$ cat config.mk
export PLATFORM = sky130hd
export DESIGN_NAME = tx_egress_arbiter_flat
export DESIGN_NICKNAME = d
export VERILOG_FILES = /design/src/rtl/tx_egress_arbiter_if.sv /design/src/rtl/tx_egress_arbiter.sv /design/src/flat_wrapper.sv
export SDC_FILE = /design/constraint.sdc
export NUM_CORES = 1
export LEC_CHECK = 0
export ABC_AREA = 1
export BUFFER_PORTS_ARGS = -buffer_cell sky130_fd_sc_hd__buf_2
export CAP_MARGIN = 20
export CORE_ASPECT_RATIO = 1.75
export CORE_MARGIN = 4
export CORE_UTILIZATION = 35
export CTS_CLUSTER_DIAMETER = 150
export DETAILED_ROUTE_END_ITERATION = 7
export GPL_TIMING_DRIVEN = 0
export PLACE_DENSITY = 0.69
export SYNTH_ARGS = -nofsm -noshare
export SYNTH_HDL_FRONTEND = slang
export SYNTH_SLANG_ARGS = --single-unit
$ cat constraint.sdc
create_clock -name clk -period 3.36 [get_ports clk]
set_input_delay 0.168 -clock clk [delete_from_list [all_inputs] [get_ports clk]]
set_output_delay 0.168 -clock clk [all_outputs]
set_load 0.02 [all_outputs]
$ cat src/rtl/tx_egress_arbiter_if.sv
// tx_egress_arbiter_if: per-queue request bundle and TX byte path for tx_egress_arbiter (tx_abort exists only with TX_ARB_WDOG_EN)
interface tx_egress_arbiter_if #(
   parameter int NUM_REQ    = 4,
   parameter int DATA_WIDTH = 8
);
   localparam int GW = $clog2(NUM_REQ);
   logic [NUM_REQ-1:0]            req_valid;
   logic [NUM_REQ*DATA_WIDTH-1:0] req_data;
   logic [NUM_REQ-1:0]            req_last;
   logic [NUM_REQ-1:0]            req_ready;
   logic                          tx_valid;
   logic [DATA_WIDTH-1:0]         tx_data;
   logic                          tx_last;
   logic                          tx_ready;
   logic [GW-1:0]                 grant_id;
   logic                          busy;
`ifdef TX_ARB_WDOG_EN
   logic                          tx_abort;
`endif
   modport master (
      output req_valid, req_data, req_last, tx_ready,
`ifdef TX_ARB_WDOG_EN
      input  tx_abort,
`endif
      input  req_ready, tx_valid, tx_data, tx_last, grant_id, busy
   );
   modport slave (
      input  req_valid, req_data, req_last, tx_ready,
`ifdef TX_ARB_WDOG_EN
      output tx_abort,
`endif
      output req_ready, tx_valid, tx_data, tx_last, grant_id, busy
   );
endinterface

$ cat src/rtl/tx_egress_arbiter.sv
// tx_egress_arbiter: frame-granular round-robin arbiter onto one TX byte path with a fixed post-frame gap; macro TX_ARB_WDOG_EN adds an underrun watchdog (FLUSH state, tx_abort)
module tx_egress_arbiter #(
   parameter int NUM_REQ    = 4,
   parameter int DATA_WIDTH = 8,
   parameter int IFG_BYTES  = 12
`ifdef TX_ARB_WDOG_EN
   ,
   parameter int WDOG_CYCLES = 64
`endif
) (
   input logic                clk,
   input logic                rst_n_in,
   tx_egress_arbiter_if.slave bus
);
   localparam int GW = $clog2(NUM_REQ);
   localparam int CW = (IFG_BYTES > 1) ? $clog2(IFG_BYTES) : 1;
   typedef enum logic [1:0] {
      IDLE, XFER, IFG
`ifdef TX_ARB_WDOG_EN
      , FLUSH
`endif
   } state_t;
   state_t                state_q, state_d;
   logic [GW-1:0]         grant_q, grant_d, rr_q, rr_d, win, idx;
   logic [CW-1:0]         ifg_q, ifg_d;
   logic                  found, g_valid, g_last, done;
   logic [DATA_WIDTH-1:0] g_data;
   logic [NUM_REQ-1:0]    g_hot;
`ifdef TX_ARB_WDOG_EN
   localparam int WW = $clog2(WDOG_CYCLES + 1);
   logic [WW-1:0] wd_q, wd_d;
   logic          abort_q, abort_d;
   assign bus.tx_abort = abort_q;
`endif

   assign bus.grant_id = grant_q;
   assign bus.busy     = state_q != IDLE;

   // first requester at or above rr_ptr (wrapping), and the granted queue's beat
   always_comb begin
      win     = rr_q;
      idx     = rr_q;
      found   = 1'b0;
      g_valid = 1'b0;
      g_last  = 1'b0;
      g_data  = '0;
      g_hot   = '0;
      for (int k = 0; k < NUM_REQ; k++) begin
         idx = GW'((int'(rr_q) + k) % NUM_REQ);
         if (!found && bus.req_valid[idx]) begin
            win   = idx;
            found = 1'b1;
         end
      end
      for (int i = 0; i < NUM_REQ; i++) begin
         if (grant_q == GW'(i)) begin
            g_valid  = bus.req_valid[i];
            g_last   = bus.req_last[i];
            g_data   = bus.req_data[i*DATA_WIDTH +: DATA_WIDTH];
            g_hot[i] = 1'b1;
         end
      end
   end

   // next state and pass-through outputs; a completed frame always advances rr_ptr and opens the gap
   always_comb begin
      state_d       = state_q;
      grant_d       = grant_q;
      rr_d          = rr_q;
      ifg_d         = ifg_q;
      done          = 1'b0;
      bus.tx_valid  = 1'b0;
      bus.tx_data   = '0;
      bus.tx_last   = 1'b0;
      bus.req_ready = '0;
`ifdef TX_ARB_WDOG_EN
      wd_d          = '0;
      abort_d       = 1'b0;
`endif
      case (state_q)
         IDLE: begin
            if (found) begin
               grant_d = win;
               state_d = XFER;
            end
         end
         XFER: begin
            bus.tx_valid  = g_valid;
            bus.tx_data   = g_data;
            bus.tx_last   = g_last;
            bus.req_ready = bus.tx_ready ? g_hot : '0;
            done          = g_valid & bus.tx_ready & g_last;
`ifdef TX_ARB_WDOG_EN
            wd_d = g_valid ? '0 : wd_q + 1'b1;
            if (!g_valid && wd_q == WW'(WDOG_CYCLES - 1)) begin
               state_d = FLUSH;
               abort_d = 1'b1;
            end
`endif
         end
         IFG: begin
            if (ifg_q == '0) state_d = IDLE;
            else ifg_d = ifg_q - 1'b1;
         end
`ifdef TX_ARB_WDOG_EN
         FLUSH: begin
            bus.req_ready = g_hot;
            done          = g_valid & g_last;
         end
`endif
         default: state_d = IDLE;
      endcase
      if (done) begin
         rr_d    = (grant_q == GW'(NUM_REQ - 1)) ? '0 : grant_q + 1'b1;
         state_d = (IFG_BYTES > 0) ? IFG : IDLE;
         ifg_d   = CW'((IFG_BYTES > 0) ? IFG_BYTES - 1 : 0);
      end
   end

   // state registers; reset abandons any frame in flight
   always_ff @(posedge clk or negedge rst_n_in) begin
      if (!rst_n_in) begin
         state_q <= IDLE;
         grant_q <= '0;
         rr_q    <= '0;
         ifg_q   <= '0;
`ifdef TX_ARB_WDOG_EN
         wd_q    <= '0;
         abort_q <= 1'b0;
`endif
      end else begin
         state_q <= state_d;
         grant_q <= grant_d;
         rr_q    <= rr_d;
         ifg_q   <= ifg_d;
`ifdef TX_ARB_WDOG_EN
         wd_q    <= wd_d;
         abort_q <= abort_d;
`endif
      end
   end
endmodule

$ cat src/flat_wrapper.sv
// flat-port wrapper written by rule: the top's interface ports become plain ports
module tx_egress_arbiter_flat 
#(
   parameter int NUM_REQ    = 4,
   parameter int DATA_WIDTH = 8,
   parameter int IFG_BYTES  = 12

)
  (clk, rst_n_in, bus_req_valid, bus_req_data, bus_req_last, bus_tx_ready, bus_req_ready, bus_tx_valid, bus_tx_data, bus_tx_last, bus_grant_id, bus_busy);
  tx_egress_arbiter_if #(.NUM_REQ(NUM_REQ), .DATA_WIDTH(DATA_WIDTH)) bus_i ();
  input logic clk;
  input logic rst_n_in;
  input wire logic [$bits(bus_i.req_valid)-1:0] bus_req_valid;
  input wire logic [$bits(bus_i.req_data)-1:0] bus_req_data;
  input wire logic [$bits(bus_i.req_last)-1:0] bus_req_last;
  input wire logic [$bits(bus_i.tx_ready)-1:0] bus_tx_ready;
  output wire logic [$bits(bus_i.req_ready)-1:0] bus_req_ready;
  output wire logic [$bits(bus_i.tx_valid)-1:0] bus_tx_valid;
  output wire logic [$bits(bus_i.tx_data)-1:0] bus_tx_data;
  output wire logic [$bits(bus_i.tx_last)-1:0] bus_tx_last;
  output wire logic [$bits(bus_i.grant_id)-1:0] bus_grant_id;
  output wire logic [$bits(bus_i.busy)-1:0] bus_busy;
  assign bus_i.req_valid = bus_req_valid;
  assign bus_i.req_data = bus_req_data;
  assign bus_i.req_last = bus_req_last;
  assign bus_i.tx_ready = bus_tx_ready;
  assign bus_req_ready = bus_i.req_ready;
  assign bus_tx_valid = bus_i.tx_valid;
  assign bus_tx_data = bus_i.tx_data;
  assign bus_tx_last = bus_i.tx_last;
  assign bus_grant_id = bus_i.grant_id;
  assign bus_busy = bus_i.busy;
  tx_egress_arbiter #(.NUM_REQ(NUM_REQ), .DATA_WIDTH(DATA_WIDTH), .IFG_BYTES(IFG_BYTES)) u_core (.clk(clk), .rst_n_in(rst_n_in), .bus(bus_i));
endmodule
==> impl_metrics.csv, run 1 <==
group,metric,value,unit
final_layout,layout_commonest_cell,"buf_2",
timing,clock_skew,4.61,ps
drt,vias_per_cell,4.84,
worst_setup_path,required,3190,ps
timing,fin_crit,2260,ps
final_layout,synthToLayoutAreaGrowth,34.1,%
final_layout,regArea,250,µm²
power,sw_frac_of_total,55.6,%
timing,period_share,67.2,%
grt,grt_overflow,0,
synthesis,yosysSeqAreaShare,20.5,%
clock_network,htreeDepth,1,
timing,slew_headroom,71.2,%
timing,rsz0062_at_grt,"no",
timing,setup_viol,0,
power,seq_power_share,13.2,%
floorplan,die-height,86.1,µm
final_layout,stdcell_area,0.00164,mm²
clock_network,clk_latency,240,ps
floorplan,core,0.00336,mm²
place,dpl_cell_area,0.00157,mm²
drt,drcViolationCount,0,
power,leakage,0.914,nW
drt,wirelength,3710,µm
clock_network,cts_sinks,10,
place,gp_congestion,0.830,
worst_setup_path,crit_type,"reg -> out",
grt,track_usage,17.9,%
synthesis,synth.avg_cell_area,5.99,µm²
worst_setup_path,worstPathArrival,2090,ps
grt,grt_max_degree,11,
hold_path,worstHoldPathType,"in -> async",
drt,first_pass_iters,4,
final_layout,layout_common_cells,"buf_2 (61), nand2_1 (56), o21ai_0 (24), a21oi_1 (19), inv_1 (18)",
synthesis,ys_types,26,
status,status,"completed",
drt,drt_iter0_markers,35,
floorplan,die_area,0.00454,mm²
final_layout,diodes,0,
clock_network,cts_buffers,3,
power,power_density,950,mW/mm²
synthesis,syn_nets,253,
synthesis,syn_inst,204,
floorplan,initial_utilization,36.3,%
worst_setup_path,end_kind,"output port",
floorplan,die_w,52.7,µm
drt,route.vias.total,1516,
timing,tightest_slew,431,ps
timing,fin_tns_setup,0,ps
drt,ant_nets,0,
clock_network,cts_root_buf,"clkbuf_8",
final_layout,postLayoutCoreUtil,48.7,%
final_layout,nNetsFinal,318,
final_layout,drive_gt1_share,33.2,%
clock_network,clk_pin_slew,50,ps
floorplan,io_pins,60,
power,p_comb_share,77.1,%
worst_setup_path,start_kind,"flip-flop",
worst_setup_path,path_max_fanout,10,
drt,drt-wirelength-per-cell,11.9,µm
grt,antenna_found_initial,0,
final_layout,multi_input_area,822,µm²
floorplan,row_count,28,
grt,grt_pass1_wl,6330,µm
grt,first_global_vias,1477,
power,p_clk_share,9.7,%
synthesis,ys_warn_count,0,
power,vdd_drop_max,496,µV
clock_network,cts_setup_buffers,0,
place,hpwl,3030,µm
timing,drv_slew,0,
clock_network,tritoncts,"built",
place,portBuffers,59,
power,p_sw,0.000865,W
final_layout,fillCellCount,386,
timing,hold_viol,0,
synthesis,syn_area,0.00122,mm²
synthesis,synth_seq_cells,10,
timing,timing.fmax,443,MHz
power,p_int,0.000691,W
clock_network,cts_max_path_buffers,2,
flow_run,cap_violations,0,
## critical path, stage by stage, from the launching register on
cell	delay, ps
dfrtp_1	410
inv_1	120
ha_1	260
inv_1	230
clkbuf_1	330
o21ai_0	140
o21ai_0	90
a21oi_1	80
buf_2	180
## cells in the mapped netlist (all sizes together)
cell type,instances,share of area [%]
nand2,64,21
ha,6,6.1
nand3,17,7.0
o22ai,1,0.51
clkbuf,2,0.61
dfrtp,10,20
o211ai,2,1.2
xor2,1,0.72
a21oi,20,8.5
xnor2,1,0.72
o21ai,27,11
buf,7,4.8
nor3b,1,0.61
nand4,1,0.51
inv,22,6.8
nor3,5,2.0
nor2,17,6.7
## final timing paths
check                                                   start                             to  slack, ps  cells past startpoint
max                        u_core.bus.grant_id[0]$_DFFE_PN0P_                 bus_tx_data[3]       1100                      8
min                                                  rst_n_in  u_core.state_q[1]$_DFFE_PN0P_        300                      2
max reg2reg                u_core.bus.grant_id[0]$_DFFE_PN0P_     u_core.rr_q[0]$_DFFE_PN0P_       1430                     10
min reg2reg                       u_core.ifg_q[0]$_DFFE_PN0P_    u_core.ifg_q[0]$_DFFE_PN0P_        500                      2
max in group asynchronous                            rst_n_in    u_core.ifg_q[2]$_DFFE_PN0P_       2870                      2
min in group clk                              bus_req_last[3]  u_core.state_q[0]$_DFFE_PN0P_        360                      6
## area by class of cell
class | count | area share (%)
buffer | 9 | 4.05
clock buffer | 4 | 3.36
inverter | 22 | 5.04
multi-input combinational | 163 | 50.2
sequential | 10 | 15.3
tap | 45 | 3.44
timing repair buffer | 60 | 18.6
## power groups by stage
stage	Clock [W]	Combinational (W)	Sequential (W)
final	0.000151	0.00120	0.000205
after detailed placement	0	0.00121	0.000206
after floorplan	0	0.000890	0.000210
after global placement	0	0.00120	0.000207
after global routing	0.000162	0.00135	0.000211
after CTS	0.000154	0.00121	0.000204
## sequential cells by signal, summed over array words and instances (netlist names)
| register | cells |
|---|---|
| u_core.bus.grant_id | 2 |
| u_core.ifg_q | 4 |
| u_core.rr_q | 2 |
| u_core.state_q | 2 |
## logic make-up after synthesis
kind of cell | count (synthesis) | share of synthesized area (%)
flip-flops | 10 | 20.5
adder cells (fa/ha/maj) | 6 | 6.15
AND/OR/NAND/NOR | 105 | 38.1
XOR/XNOR | 2 | 1.43
buffers and inverters | 31 | 12.2
AO/OA/AOI/OAI | 50 | 21.6
## metrics by stage
| stage | hold WS [ps] | std cells | setup slack [ps] | power (W) |
|---|---|---|---|---|
| final | 304 | 313 | 1100 | 0.00156 |
| after detailed placement | 34.8 | 308 | 1380 | 0.00141 |
| after global routing | 328 | 313 | 904 | 0.00173 |
| after CTS | 311 | 313 | 1110 | 0.00157 |
| after floorplan | -128 | 204 | 1500 | 0.00110 |
| after global placement | 37.2 | 308 | 1370 | 0.00140 |
## repair_timing
| action | in CTS | in global routing |
|---|---|---|
| hold buffers | 1 | 0 |
| hold endpoints to repair | 10 | 0 |
| resized for setup | 0 | 0 |
| setup endpoints to repair | 0 | 0 |
## metal layers
layer	share of wire [%]	vias up	global-route usage, %	routed length [µm]
met4	2.6	0	7.91	97
met5	0	-	0	0
met1	38	673	19.1	1390
met2	54	41	33.1	2010
li1	-	793	-	-
met3	5.7	9	2.26	211
Note: power is estimated with default switching activity, not from simulation.
==> run 2: changes to the inputs <==
--- a/config.mk
+++ b/config.mk
@@ -5,7 +5,7 @@
 export SDC_FILE = /design/constraint.sdc
 export NUM_CORES = 1
 export LEC_CHECK = 0
-export ABC_AREA = 1
+export ABC_AREA = 0
 export BUFFER_PORTS_ARGS = -buffer_cell sky130_fd_sc_hd__buf_2
 export CAP_MARGIN = 20
 export CORE_ASPECT_RATIO = 1.75
@@ -14,7 +14,7 @@
 export CTS_CLUSTER_DIAMETER = 150
 export DETAILED_ROUTE_END_ITERATION = 7
 export GPL_TIMING_DRIVEN = 0
-export PLACE_DENSITY = 0.69
+export PLACE_DENSITY = 0.74
 export SYNTH_ARGS = -nofsm -noshare
 export SYNTH_HDL_FRONTEND = slang
 export SYNTH_SLANG_ARGS = --single-unit
==> constraint.sdc (replaced) <==
create_clock -name clk -period 1.91 [get_ports clk]
set_input_delay 0.0955 -clock clk [delete_from_list [all_inputs] [get_ports clk]]
set_output_delay 0.0955 -clock clk [all_outputs]
set_load 0.02 [all_outputs]
==> run 2 against run 1 <==
  * The run now ends with negative setup slack left
  * Combinational power rose by 120%
  * Flip-flop and latch count did not move
  * Die area fell by 14%
==> impl_metrics.csv, run 2 <==
group,metric,value,unit
power,p_sw,0.00146,W
final_layout,regMostFlops,"u_core.ifg_q",
timing,tightest_slew,665,ps
synthesis,synth_seq_cells,10,
worst_setup_path,start_kind,"flip-flop",
drt,vias_per_cell,5.58,
place,preCtsSetupSlack,-172,ps
power,power_density,1750,mW/mm²
clock_network,tritoncts,"built",
timing,timing.fmax,504,MHz
floorplan,core,0.00275,mm²
timing,hold_viol,0,
place,dpl_cell_area,0.00139,mm²
grt,antenna_found_initial,0,
final_layout,layout_commonest_cell,"buf_2",
clock_network,htreeDepth,1,
synthesis,synthTopCellsByArea,"dfrtp_1 (24%), ha_1 (7.3%), a211o_1 (6.8%), a221oi_1 (5.9%), nand2_1 (5.8%)",
synthesis,synth_edf_count,0,
synthesis,synth_most_common_cell,"nand2_1",
final_layout,nNetsFinal,260,
place,hpwl,2550,µm
synthesis,syn_nets,179,
synthesis,ys_warn_count,0,
synthesis,syn_area,0.00103,mm²
final_layout,stdcell_area,0.00183,mm²
status,status,"complete, but fails checks",
floorplan,row_count,25,
timing,setup_viol,9,
status,violations,"negative setup slack",
floorplan,die_area,0.00392,mm²
clock_network,cts_root_buf,"clkbuf_8",
synthesis,synth.avg_cell_area,7.94,µm²
final_layout,largest_reg_flops,4,
synthesis,synth_largest_type_area_fraction,24.2,%
drt,ant_nets,0,
final_layout,drive_gt1_share,55.7,%
drt,drt-wirelength-per-cell,16.6,µm
power,vdd_drop_max,1000,µV
drt,wirelength,3930,µm
floorplan,die-height,79.8,µm
timing,rsz0062_at_grt,"yes",
drt,drcViolationCount,0,
power,sw_frac_of_total,45.5,%
timing,clock_skew,4.65,ps
power,p_int,0.00175,W
worst_setup_path,worstPathArrival,1890,ps
clock_network,clk_pin_slew,50,ps
hold_path,worstHoldPathType,"in -> async",
drt,drt_iter0_markers,35,
synthesis,ys_top_cells_by_count,"nand2_1 (16), inv_1 (14), a21oi_1 (11)",
floorplan,io_pins,60,
clock_network,clk_latency,230,ps
timing,period_share,104,%
power,p_clk_share,6.9,%
synthesis,ys_types,36,
power,p_comb_share,80.7,%
drt,route.vias.total,1322,
place,gp_congestion,0.800,
timing,slew_headroom,55.7,%
grt,grt_pass1_wl,5860,µm
clock_network,cts_buffers,3,
synthesis,synth_area_leader_cell,"dfrtp_1",
final_layout,diodes,0,
final_layout,layout_common_cells,"buf_2 (51), buf_4 (18), nand2_1 (16), inv_1 (12)",
power,seq_power_share,12.5,%
grt,track_usage,18.6,%
synthesis,synth_ff_type,"dfrtp_1",
timing,drv_slew,0,
worst_setup_path,end_kind,"output port",
power,leakage,0.918,nW
timing,worst_slack,-75.5,ps
clock_network,cts_max_path_buffers,2,
timing,fin_crit,1990,ps
place,portBuffers,59,
synthesis,ys_async_sr_fraction,100,%
synthesis,yosysSeqAreaShare,24.2,%
synthesis,syn_inst,130,
worst_setup_path,path_max_fanout,7,
clock_network,cts_sinks,10,
worst_setup_path,crit_type,"reg -> out",
grt,grt_overflow,0,
drt,first_pass_iters,5,
floorplan,initial_utilization,37.5,%
worst_setup_path,required,1810,ps
final_layout,synthToLayoutAreaGrowth,76.8,%
floorplan,die_w,49.1,µm
flow_run,cap_violations,0,
grt,grt_max_degree,11,
grt,first_global_vias,1258,
final_layout,postLayoutCoreUtil,66.3,%
## run 2: final timing paths
| kind | start | slack [ps] | depth (start not counted) | to |
|---|---|---|---|---|
| max | u_core.bus.grant_id[1]$_DFFE_PN0P_ | -80 | 8 | bus_tx_valid |
| min | rst_n_in | 260 | 2 | u_core.ifg_q[3]$_DFFE_PN0P_ |
| max reg2reg | u_core.bus.grant_id[1]$_DFFE_PN0P_ | -40 | 8 | u_core.rr_q[0]$_DFFE_PN0P_ |
| min reg2reg | u_core.ifg_q[3]$_DFFE_PN0P_ | 520 | 2 | u_core.ifg_q[3]$_DFFE_PN0P_ |
| max in group asynchronous | rst_n_in | 1440 | 2 | u_core.bus.grant_id[0]$_DFFE_PN0P_ |
| min in group clk | bus_req_valid[3] | 260 | 3 | u_core.bus.grant_id[1]$_DFFE_PN0P_ |
## run 2: cells by family after synthesis
group                      count (synthesis)  share of synthesized area, %
buffers and inverters                     21                          8.36
adders and majority gates                  6                          7.27
DFF                                       10                          24.2
and+or+nand+nor                           48                          26.2
muxes                                      2                          2.91
AOI/OAI and AO/OA                         40                          28.5
xor gates and xnor gates                   3                          2.55
## run 2: metal layers
metal,track usage (%),vias up,wire (µm)
met5,0,-,0
met4,4.85,0,87
met1,18.7,614,1330
met2,36.6,71,2160
li1,-,629,-
met3,4.30,8,344
## run 2: metrics by stage
step | TNS (ps) | std cells | hold slack, ps | total power, W
3_5_place_dp | -1630 | 216 | -33.3 | 0.00214
4_1_cts | -142 | 227 | 243 | 0.00282
5_1_grt | -1330 | 237 | 265 | 0.00341
3_3_place_gp | -1640 | 216 | -39.5 | 0.00213
6_report | -377 | 237 | 258 | 0.00320
2_1_floorplan | 0 | 130 | -200 | 0.00166
## run 2: layout make-up
type                    instances  area, µm²
repair buffers                 76        487
flip-flops and latches         10        253
plain buffers                   7       96.3
multi-input cells              99        853
clock buffers                   4       45.0
inverters                      14       57.6
fillers                       216        927
well taps                      27       33.8
## run 2: what timing repair did
action	in CTS	in global routing
setup endpoints to repair	15	12
hold endpoints to repair	10	0
cloned	0	1
buffers inserted	6	9
pin swaps	10	14
resized for setup	37	21
hold buffers	1	0
## run 2: power by group through the flow
stage | clock (W) | combinational [W] | sequential, W
2_1_floorplan | 0 | 0.00128 | 0.000388
5_1_grt | 0.000239 | 0.00276 | 0.000415
6_report | 0.000220 | 0.00258 | 0.000400
4_1_cts | 0.000226 | 0.00220 | 0.000392
3_5_place_dp | 0 | 0.00175 | 0.000393
3_3_place_gp | 0 | 0.00174 | 0.000389
## run 2: worst max-delay path, stage by stage, from the launching register on
cell,delay (ps)
dfrtp_2,440
buf_6,130
ha_4,160
buf_8,140
nor3b_4,150
a211oi_2,210
buf_4,170
and2_4,140
buf_6,110
==> run 3: changes to the inputs <==
--- a/config.mk
+++ b/config.mk
@@ -6,7 +6,7 @@
 export NUM_CORES = 1
 export LEC_CHECK = 0
 export ABC_AREA = 0
-export BUFFER_PORTS_ARGS = -buffer_cell sky130_fd_sc_hd__buf_2
+export BUFFER_PORTS_ARGS = -buffer_cell sky130_fd_sc_hd__clkbuf_2
 export CAP_MARGIN = 20
 export CORE_ASPECT_RATIO = 1.75
 export CORE_MARGIN = 4
==> constraint.sdc (replaced) <==
create_clock -name clk -period 1.91 [get_ports clk]
set_input_delay 0.382 -clock clk [delete_from_list [all_inputs] [get_ports clk]]
set_output_delay 0.382 -clock clk [all_outputs]
set_load 0.02 [all_outputs]
==> run 3 against run 2 <==
  * The flow finishes with violations (negative hold slack, negative setup slack)
  * Non-clock buffer count stayed put
  * Flip-flop and latch count stayed put
  * Die area stayed put
  * Total power is 17% higher
  * Critical endpoint is now bus_tx_data[5]
  * Largest power group unchanged
==> impl_metrics.csv, run 3 (synthesis gave the netlist of run 2 again) <==
group,metric,value,unit
power,vdd_drop_max,1080,µV
worst_setup_path,r2r.worst_path.cells,9,
final_layout,nNetsFinal,260,
timing,hold_ws,-0.634,ps
final_layout,synthToLayoutAreaGrowth,92.5,%
power,power_density,1880,mW/mm²
grt,first_global_vias,1366,
final_layout,stdcell_area,0.00199,mm²
timing,fin_tns_setup,-4630,ps
final_layout,largest_reg_flops,4,
timing,fin_crit,2330,ps
power,sw_frac_of_total,44.6,%
power,p_int,0.00207,W
place,hpwl,2650,µm
worst_setup_path,worstPathArrival,1950,ps
power,seq_power_share,10.6,%
clock_network,clk_latency,240,ps
grt,grt_max_degree,11,
place,portBuffers,59,
place,dpl_cell_area,0.00147,mm²
status,status,"complete, but fails checks",
drt,drcViolationCount,0,
worst_setup_path,path_max_fanout,5,
clock_network,cts_sinks,10,
worst_setup_path,end_kind,"output port",
power,leakage,0.964,nW
final_layout,layoutNonFillerInstCount,237,
grt,grt_overflow,0,
drt,route.vias.total,1385,
floorplan,row_count,25,
clock_network,cts_max_path_buffers,2,
drt,ant_nets,0,
floorplan,initial_utilization,37.5,%
timing,slew_headroom,29.1,%
timing,drv_slew,0,
clock_network,cts_buffers,3,
hold_path,worstHoldPathType,"in -> async",
floorplan,die_area,0.00392,mm²
grt,track_usage,18.1,%
worst_setup_path,crit_type,"reg -> out",
clock_network,clk_pin_slew,50,ps
drt,first_pass_iters,4,
floorplan,io_pins,60,
flow_run,cap_violations,0,
clock_network,tritoncts,"built",
floorplan,die_w,49.1,µm
drt,drt-wirelength-per-cell,19.1,µm
timing,setup_viol,20,
grt,antenna_found_initial,0,
timing,clock_skew,2.05,ps
timing,hold_viol,4,
timing,rsz0062_at_grt,"yes",
timing,period_share,122,%
timing,worst_slack,-419,ps
status,violations,"negative hold slack, negative setup slack",
worst_setup_path,required,1530,ps
floorplan,core,0.00275,mm²
drt,wirelength,4530,µm
floorplan,die-height,79.8,µm
timing,tightest_slew,1060,ps
place,gp_congestion,0.802,
final_layout,diodes,0,
worst_setup_path,start_kind,"flip-flop",
drt,drt_iter0_markers,34,
final_layout,drive_gt1_share,60.0,%
timing,timing.fmax,429,MHz
final_layout,layout_commonest_cell,"clkbuf_2",
clock_network,cts_root_buf,"clkbuf_8",
power,p_sw,0.00167,W
drt,vias_per_cell,5.84,
place,dp_cells,216,
final_layout,layout_common_cells,"clkbuf_2 (48), nand2_1 (13), inv_1 (12), buf_6 (11), buf_8 (10)",
place,preCtsSetupSlack,-321,ps
grt,grt_pass1_wl,5790,µm
final_layout,regMostFlops,"u_core.ifg_q",
power,p_clk_share,7.1,%
final_layout,fillCellCount,198,
power,p_comb_share,82.4,%
worst_setup_path,r2r_slack,-200,ps
clock_network,htreeDepth,1,
[run 3: cell count changes in the layout (fill, tap and decap cells not counted), sizes merged]
cell / change
dlygate4sd3: -1
buf: -48
clkbuf: +49
[run 3: cell type report]
type                            count  area (µm²)  area share, %
Buffer                              7        88.8           4.47
Clock buffer                        4        55.1           2.77
Inverter                           14        57.6           2.90
Multi-Input combinational cell     99         925           46.5
Sequential cell                    10         253           12.7
Tap cell                           27        33.8           1.70
Timing Repair Buffer               76         574           28.9
[run 3: critical path: stages, from the launching register on]
cell and delay [ps]:
dfrtp_2 460, ha_4 220, clkbuf_16 160, and3b_1 210, a211oi_2 40, a211o_1 310
a21oi_4 180, buf_8 140
[run 3: per-layer routing]
metal,global-route usage [%],part of all wire [%],vias up
li1,-,-,626
met1,17.3,33,656
met2,35.3,54,80
met3,2.62,6.6,23
met4,9.97,6.0,0
met5,0,0,-
[run 3: final timing paths]
path | startpoint | endpoint
setup / recovery | u_core.bus.grant_id[0]$_DFFE_PN0P_ | bus_tx_data[5]
hold / removal | rst_n_in | u_core.rr_q[1]$_DFFE_PN0P_
setup reg to reg | u_core.bus.grant_id[1]$_DFFE_PN0P_ | u_core.rr_q[0]$_DFFE_PN0P_
hold reg to reg | u_core.ifg_q[3]$_DFFE_PN0P_ | u_core.ifg_q[3]$_DFFE_PN0P_
max in group asynchronous | rst_n_in | u_core.bus.grant_id[1]$_DFFE_PN0P_
min in group clk | u_core.ifg_q[3]$_DFFE_PN0P_ | u_core.ifg_q[3]$_DFFE_PN0P_
[run 3: stage by stage]
step           total power [W]  util, %
2_1_floorplan          0.00184        -
4_1_cts                0.00309     63.8
5_1_grt                0.00395     72.2
3_5_place_dp           0.00233     53.4
6_report               0.00374     72.2
3_3_place_gp           0.00226     53.4
[run 3: what timing repair did]
action                     in CTS  in global routing
cloned                          0                  2
pin swaps                      12                 19
hold buffers                    0                  0
setup buffers                   7                  8
gates resized for setup        33                 44
setup endpoints to repair      14                 16
[run 3: power by group through the flow]
stage | logic (W) | clock network (W) | registers, W
floorplan | 0.00145 | 0 | 0.000394
global placement | 0.00188 | 0 | 0.000383
detailed placement | 0.00194 | 0 | 0.000390
CTS | 0.00243 | 0.000271 | 0.000391
global route | 0.00326 | 0.000276 | 0.000408
finish | 0.00308 | 0.000264 | 0.000396
